<file path="config.mk">
export PLATFORM = sky130hd
export DESIGN_NAME = if_fetch_flat
export DESIGN_NICKNAME = d
export VERILOG_FILES = /design/src/rtl/if_fetch_if.sv /design/src/rtl/if_fetch.sv /design/src/flat_wrapper.sv
export SDC_FILE = /design/constraint.sdc
export NUM_CORES = 1
export LEC_CHECK = 0
export CAP_MARGIN = 20
export CORE_UTILIZATION = 46
export DETAILED_ROUTE_END_ITERATION = 7
export GPL_ROUTABILITY_DRIVEN = 1
export PLACE_DENSITY = 0.78
export SYNTH_ARGS = -nofsm -noshare
export SYNTH_HDL_FRONTEND = slang
export SYNTH_SLANG_ARGS = --single-unit
</file>
<file path="constraint.sdc">
create_clock -name clock -period 2.63 [get_ports clock]
set_clock_uncertainty 0.15 [all_clocks]
set_input_delay 0.526 -clock clock [delete_from_list [all_inputs] [get_ports clock]]
set_output_delay 0.526 -clock clock [all_outputs]
set_load 0.02 [all_outputs]
</file>
<file path="src/rtl/if_fetch_if.sv">
//------------------------------------------------------------------------------
// if_fetch_if : redirect, memory and IF/ID handshake bundle for the fetch stage
// Rev 1.0
//------------------------------------------------------------------------------
`default_nettype none

interface if_fetch_if #(
  parameter int PC_W   = 64,
  parameter int INST_W = 32
);
  logic              redirect_valid;
  logic [PC_W-1:0]   redirect_pc;
  logic              req_valid;
  logic              req_ready;
  logic [PC_W-1:0]   req_addr;
  logic              resp_valid;
  logic [INST_W-1:0] resp_data;
  logic              resp_ready;
  logic              pc_valid;
  logic              if_ready;
  logic [PC_W-1:0]   IF_pc;
  logic [INST_W-1:0] IF_instr;

  // master is the fetch unit; slave is the memory/pipeline environment
  modport master (
    input  redirect_valid, redirect_pc, req_ready, resp_valid, resp_data, if_ready,
    output req_valid, req_addr, resp_ready, pc_valid, IF_pc, IF_instr
  );

  modport slave (
    output redirect_valid, redirect_pc, req_ready, resp_valid, resp_data, if_ready,
    input  req_valid, req_addr, resp_ready, pc_valid, IF_pc, IF_instr
  );
endinterface

`default_nettype wire

</file>
<file path="src/rtl/if_fetch.sv">
//------------------------------------------------------------------------------
// if_fetch : REQ/WAIT/HOLD instruction fetch FSM, one outstanding request
// Rev 1.0
//------------------------------------------------------------------------------
`default_nettype none

module if_fetch #(
  parameter int              PC_W     = 64,
  parameter int              INST_W   = 32,
  parameter logic [PC_W-1:0] RESET_PC = 64'h0000_0000_8000_0000
) (
  input  logic          clock,
  input  logic          reset,
  if_fetch_if.master    bus
);

  localparam logic [INST_W-1:0] NOP_INSTR = INST_W'(32'h0000_0013);

  typedef enum logic [1:0] {
    ST_REQ  = 2'd0,
    ST_WAIT = 2'd1,
    ST_HOLD = 2'd2
  } state_e;

  state_e            state_q, state_d;
  logic [PC_W-1:0]   pc_q, pc_d;
  logic              kill_q, kill_d;
  logic [PC_W-1:0]   if_pc_q, if_pc_d;
  logic [INST_W-1:0] if_instr_q, if_instr_d;
  logic              req_valid_q;
  logic              resp_ready_q;
  logic              pc_valid_q;
  logic [PC_W-1:0]   redirect_target;

  assign redirect_target = {bus.redirect_pc[PC_W-1:2], 2'b00};

  always_comb begin
    state_d    = state_q;
    pc_d       = pc_q;
    kill_d     = kill_q;
    if_pc_d    = if_pc_q;
    if_instr_d = if_instr_q;
    case (state_q)
      ST_REQ: begin
        if (bus.redirect_valid) pc_d = redirect_target;
        // req_valid_q is low for the first cycle out of reset, so no accept there
        if (req_valid_q && bus.req_ready) begin
          state_d = ST_WAIT;
          kill_d  = bus.redirect_valid;
        end
      end
      ST_WAIT: begin
        if (bus.redirect_valid) pc_d = redirect_target;
        if (bus.resp_valid) begin
          if (kill_q || bus.redirect_valid) begin
            state_d = ST_REQ;
            kill_d  = 1'b0;
          end else begin
            state_d    = ST_HOLD;
            if_pc_d    = pc_q;
            if_instr_d = bus.resp_data;
          end
        end else if (bus.redirect_valid) begin
          kill_d = 1'b1;
        end
      end
      ST_HOLD: begin
        if (bus.redirect_valid) begin
          pc_d    = redirect_target;
          state_d = ST_REQ;
        end else if (bus.if_ready) begin
          pc_d    = pc_q + PC_W'(4);
          state_d = ST_REQ;
        end
      end
      default: state_d = ST_REQ;
    endcase
  end

  always_ff @(posedge clock) begin
    if (reset) begin
      state_q      <= ST_REQ;
      pc_q         <= RESET_PC;
      kill_q       <= 1'b0;
      if_pc_q      <= '0;
      if_instr_q   <= NOP_INSTR;
      req_valid_q  <= 1'b0;
      resp_ready_q <= 1'b0;
      pc_valid_q   <= 1'b0;
    end else begin
      state_q      <= state_d;
      pc_q         <= pc_d;
      kill_q       <= kill_d;
      if_pc_q      <= if_pc_d;
      if_instr_q   <= if_instr_d;
      req_valid_q  <= (state_d == ST_REQ);
      resp_ready_q <= (state_d == ST_WAIT);
      pc_valid_q   <= (state_d == ST_HOLD);
    end
  end

  assign bus.req_valid  = req_valid_q;
  assign bus.req_addr   = pc_q;
  assign bus.resp_ready = resp_ready_q;
  assign bus.pc_valid   = pc_valid_q;
  assign bus.IF_pc      = if_pc_q;
  assign bus.IF_instr   = if_instr_q;

endmodule

`default_nettype wire

</file>
<file path="src/flat_wrapper.sv">
// flat-port wrapper written by rule: the top's interface ports become plain ports
module if_fetch_flat 
#(
  parameter int              PC_W     = 64,
  parameter int              INST_W   = 32,
  parameter logic [PC_W-1:0] RESET_PC = 64'h0000_0000_8000_0000
)
  (clock, reset, bus_redirect_valid, bus_redirect_pc, bus_req_ready, bus_resp_valid, bus_resp_data, bus_if_ready, bus_req_valid, bus_req_addr, bus_resp_ready, bus_pc_valid, bus_IF_pc, bus_IF_instr);
  if_fetch_if #(.PC_W(PC_W), .INST_W(INST_W)) bus_i ();
  input  logic clock;
  input  logic reset;
  input wire logic [$bits(bus_i.redirect_valid)-1:0] bus_redirect_valid;
  input wire logic [$bits(bus_i.redirect_pc)-1:0] bus_redirect_pc;
  input wire logic [$bits(bus_i.req_ready)-1:0] bus_req_ready;
  input wire logic [$bits(bus_i.resp_valid)-1:0] bus_resp_valid;
  input wire logic [$bits(bus_i.resp_data)-1:0] bus_resp_data;
  input wire logic [$bits(bus_i.if_ready)-1:0] bus_if_ready;
  output wire logic [$bits(bus_i.req_valid)-1:0] bus_req_valid;
  output wire logic [$bits(bus_i.req_addr)-1:0] bus_req_addr;
  output wire logic [$bits(bus_i.resp_ready)-1:0] bus_resp_ready;
  output wire logic [$bits(bus_i.pc_valid)-1:0] bus_pc_valid;
  output wire logic [$bits(bus_i.IF_pc)-1:0] bus_IF_pc;
  output wire logic [$bits(bus_i.IF_instr)-1:0] bus_IF_instr;
  assign bus_i.redirect_valid = bus_redirect_valid;
  assign bus_i.redirect_pc = bus_redirect_pc;
  assign bus_i.req_ready = bus_req_ready;
  assign bus_i.resp_valid = bus_resp_valid;
  assign bus_i.resp_data = bus_resp_data;
  assign bus_i.if_ready = bus_if_ready;
  assign bus_req_valid = bus_i.req_valid;
  assign bus_req_addr = bus_i.req_addr;
  assign bus_resp_ready = bus_i.resp_ready;
  assign bus_pc_valid = bus_i.pc_valid;
  assign bus_IF_pc = bus_i.IF_pc;
  assign bus_IF_instr = bus_i.IF_instr;
  if_fetch #(.PC_W(PC_W), .INST_W(INST_W), .RESET_PC(RESET_PC)) u_core (.clock(clock), .reset(reset), .bus(bus_i));
endmodule
</file>
=== Yosys cells after proc, flatten, opt, wreduce, memory -nomap -nowiden ===
Index checks and enable logic that the tools add are counted.

* Register bits: 166
* Input bits: 102
* Output and inout port bits: 163
* Logic and storage cells: 44

* Add/subtract/negate cells: 1
* Equality and inequality tests: 9
* Multiplexer cells: 15
* Bitwise gates (word level): 1
* Reductions and logical operators: 10

{| class="wikitable"
|+ Operators by type and width
! operator !! count
|-
| $mux W64 || 3
|-
| $pmux W64 S2 || 1
|-
| $add A64 B3 Y64 const B || 1
|-
| $mux W2 || 5
|-
| $ne A3 B3 Y1 const B || 2
|-
| $pmux W2 S3 || 1
|-
| $reduce_and A3 Y1 || 2
|-
| $eq A2 B1 Y1 const B || 2
|-
| $eq A2 B2 Y1 const B || 2
|-
| $logic_not A2 Y1 || 2
|-
| $mux W1 || 4
|-
| $ne A2 B1 Y1 const B || 2
|-
| $reduce_and A4 Y1 || 1
|-
| $reduce_bool A2 Y1 || 2
|-
| $ne A3 B2 Y1 const B || 1
|-
| $pmux W1 S2 || 1
|-
| $reduce_or A2 Y1 || 1
|-
| $logic_and A1 B1 Y1 || 1
|-
| $logic_or A1 B1 Y1 || 1
|-
| $not A1 Y1 || 1
|}

=== Depth between registers and ports, before layout ===
* Word-level depth: 5
* Gate-level depth with buffers: 8
* Mapped depth without buffers: 6

=== Least setup slack after synthesis ===
No wires, ideal clock.

* Path kind: register to register
* From: register u_core.pc_q[2], in the netlist u_core.bus.req_addr[2]
* To: register u_core.pc_q[58], in the netlist u_core.bus.req_addr[58]
* Library setup time: 64 ps
* Data arrival time: 2045 ps
* Data required time: 2416 ps
* Slack: 371 ps
* Cell stages (with the launch flop): 8
* Buffers on the path: 1
* Period minus slack after synthesis: 2259 ps
* Cell sequence: dfxtp_1 > ha_1 > nand4_1 > nor4_4 > nand4_2 > buf_6 > or3_1 > nand4_1

* Word-level cells in the longest chain between the ends: 4

{| class="wikitable"
|+ RTL lines
! item !! line !! source
|-
| from (decl) || if_fetch.sv:26 || <nowiki>logic [PC_W-1:0] pc_q, pc_d;</nowiki>
|-
| from (signal assigned) || if_fetch.sv:92 || <nowiki>pc_q <= pc_d;</nowiki>
|-
| $add A64 B3 Y64 || if_fetch.sv:72 || <nowiki>pc_d = pc_q + PC_W'(4);</nowiki>
|-
| $mux W64 || if_fetch.sv:71 || <nowiki>end else if (bus.if_ready) begin</nowiki>
|-
| $mux W64 || if_fetch.sv:68 || <nowiki>if (bus.redirect_valid) begin</nowiki>
|-
| $pmux W64 S2 || if_fetch.sv:43 || <nowiki>case (state_q)</nowiki>
|}

No other way between the ends. The select of a mux whose other input is x is not followed.
A chain may end at the register's enable or synchronous reset.

=== Final worst setup path ===
* From: register u_core.pc_q[42], in the netlist u_core.bus.req_addr[42]
* To: output port bus_req_addr[42]

{| class="wikitable"
|+ RTL lines
! item !! line !! source
|-
| to (decl) || flat_wrapper.sv:19 || <nowiki>output wire logic [$bits(bus_i.req_addr)-1:0] bus_req_addr;</nowiki>
|}

No word-level cell between the ends.

==> flow_summary.json <==
{
  "cts_tree": "yes",
  "setup_ws_ns": 0.244,
  "fmax_ghz": 0.419,
  "io_pins": 265,
  "crit_required_ns": 1.95,
  "num_rows": 47,
  "status": "finished clean",
  "gp_congestion": 0.898,
  "grt_pass1_wl_um": 42400,
  "start_util": 0.474,
  "die_height_um": 133,
  "synth_ff_type": "dfxtp_1",
  "gr-total-overflow": 0,
  "finalSetupViolCount": 0,
  "coreArea_um2": 16700,
  "cts_resized": 0,
  "synth_edf_count": 0,
  "post-route-period-util": 0.907,
  "synthCells": 1023,
  "rsz0062_at_grt": "false",
  "final_antenna_net_count": 0,
  "drv_slew": 0,
  "final.min_clock_period_ns": 2.39,
  "post-dp-hpwl_um": 18600,
  "ir_worst_vdd_v": 0.000490,
  "die_area_um2": 17700,
  "vias": 8732,
  "synth_seq_cells": 162,
  "p_per_area_nw_per_um2": 502,
  "cap_viol_max_count": 0,
  "firstDrtPassIters": 6,
  "arrival_ns": 1.71,
  "endpoint_kind": "output port",
  "fin_hold_ws_ns": 0.302,
  "cts.path.max_buffers": 2,
  "drive_gt1_frac": 0.109,
  "io_buffers": 258,
  "syn_to_final_growth_pct": 46.8,
  "placed_cell_area_um2": 11100,
  "async_reset_ff_frac": 0,
  "die_w_um": 133,
  "critPathKind": "reg -> out",
  "max_slew_margin": 0.481,
  "grt_use_total": 0.297,
  "synthDistinctLibCells": 79,
  "grt_pass1_vias": 8164,
  "yosysSeqAreaShare": 0.410,
  "cts.sinks": 162,
  "p_total_mw": 5.83,
  "syn_area_um2": 7920,
  "drt_iter0_markers": 699,
  "vias_per_cell": 5.74,
  "post_cts_buffers": 0,
  "cts_made_buffers": 17,
  "root_buffer": "clkbuf_16",
  "clock_latency_ns": 0.44,
  "path_clk_slew_ns": 0.06,
  "nets": 1393,
  "hold_buffers": 0,
  "drt_wl_total_um": 26400,
  "wl_per_cell_um": 17.4,
  "avgSynthCellArea_um2": 7.74,
  "cts_max_level": 4,
  "crit_fanout": 5,
  "start_kind": "register",
  "finalHoldViolCount": 0,
  "n_antenna_cell": 0,
  "p_leak_nw": 4.10,
  "grt_antenna_before_repair": 0,
  "grt_max_degree": 71,
  "worst_pin_slew_ns": 0.779,
  "ys_warn_count": 0,
  "drc": 0,
  "hp-class": "reg -> reg",
  "filler_cell_count": 1405,
  "finalInstanceArea_um2": 11600,
  "post-place-ws_ns": -0.110,
  "post-route-util": 0.696
}
==> critical path: stages, from the launching register on <==
cell and delay [ns]:
dfxtp_1 0.44, buf_4 0.19, clkdlybuf4s50_1 0.65
==> report_power, final <==
part	internal (mW)	switching [mW]	total, mW
Sequential	2.53	0.0919	2.62
Clock	1.31	1.08	2.39
Combinational	0.411	0.407	0.818
Total	4.25	1.58	5.83
==> layout make-up <==
cell class	instances	area (um^2)	share of cell area
inverters	16	60.1	0.00517
clock buffers	18	429	0.0369
flip-flops and latches	162	3240	0.279
repair buffers	335	3250	0.279
multi-input cells	758	4240	0.365
clock inverters	13	124	0.0107
well taps	220	275	0.0237
==> cells by family (layout without fill, tap and decap cells) <==
kind of cell    after synthesis  after routing  share of synthesized area
compound gates              280            280                      0.224
other cells                   1              4                   0.000474
mux                          12             12                     0.0156
simple gates                461            461                      0.289
buf+inv                     106            382                     0.0598
flops                       162            162                      0.410
fa+ha+maj                     1              1                    0.00158
==> flip-flops by register name (all words and copies together), names as in the netlist <==
name,count
u_core.bus.resp_ready,1
u_core.bus.IF_pc,62
u_core.bus.req_valid,1
u_core.bus.pc_valid,1
u_core.bus.IF_instr,32
u_core.state_q,2
u_core.bus.req_addr,62
u_core.kill_q,1
==> stage by stage <==
stage / TNS (ns) / std cells
5_1_grt: 0 / 1522
3_3_place_gp: -0.346 / 1491
6_report: 0 / 1522
2_1_floorplan: 0 / 1026
3_5_place_dp: -1.13 / 1491
4_1_cts: 0 / 1522
==> final timing paths <==
path,from,end,slack (ns),cells past startpoint
setup / recovery,u_core.bus.req_addr[42],bus_req_addr[42],0.24,2
hold / removal,u_core.bus.IF_pc[43],u_core.bus.IF_pc[43],0.30,2
setup reg to reg,u_core.bus.req_addr[18],u_core.bus.req_addr[44],0.26,5
hold reg to reg,u_core.bus.IF_pc[43],u_core.bus.IF_pc[43],0.30,2
==> synth_stat cells (7+ instances only) <==
cell type | instances | share of area
nand3_1 | 43 | 0.027
o21ai_0 | 26 | 0.016
clkbuf_1 | 58 | 0.028
a21oi_1 | 133 | 0.084
dfxtp_1 | 162 | 0.41
nor3_1 | 24 | 0.015
nor4_1 | 7 | 0.0055
a31oi_1 | 15 | 0.012
buf_2 | 15 | 0.0095
o211ai_1 | 12 | 0.011
inv_1 | 16 | 0.0076
o22ai_1 | 9 | 0.0071
a21o_1 | 9 | 0.0085
a22oi_1 | 9 | 0.0085
nand2_1 | 243 | 0.12
buf_4 | 7 | 0.0066
nand4_1 | 21 | 0.017
or3_1 | 10 | 0.0079
mux2i_1 | 9 | 0.011
nor2_1 | 44 | 0.021
and3_1 | 15 | 0.012
or4_1 | 11 | 0.010
==> metal layers <==
metal / track usage / vias up / share of wire
li1: - / 4192 / -
met1: 0.385 / 4133 / 0.43
met2: 0.482 / 365 / 0.47
met3: 0.0677 / 42 / 0.076
met4: 0.114 / 0 / 0.022
met5: 0 / - / 0
==> cell usage in the layout (no fill, tap or decap), drive strengths merged, types with 5 or more instances in the layout <==
master | synthesis | routed
a21o | 9 | 9
a22oi | 9 | 9
buf | 32 | 78
and3 | 15 | 15
nand2 | 245 | 245
dfxtp | 162 | 162
clkdlybuf4s50 | 0 | 257
nand4 | 27 | 27
or3 | 10 | 10
o22ai | 9 | 9
o31a | 5 | 5
a221oi | 5 | 5
nand3b | 6 | 6
mux2i | 9 | 9
a31oi | 15 | 15
a21oi | 133 | 133
clkbuf | 58 | 18
nand3 | 47 | 47
a211oi | 5 | 5
nor3 | 25 | 25
nor4 | 12 | 12
nor2 | 44 | 44
o21ai | 27 | 27
or4 | 13 | 13
o211ai | 12 | 12
inv | 16 | 23
(Power assumes the default switching activity.)
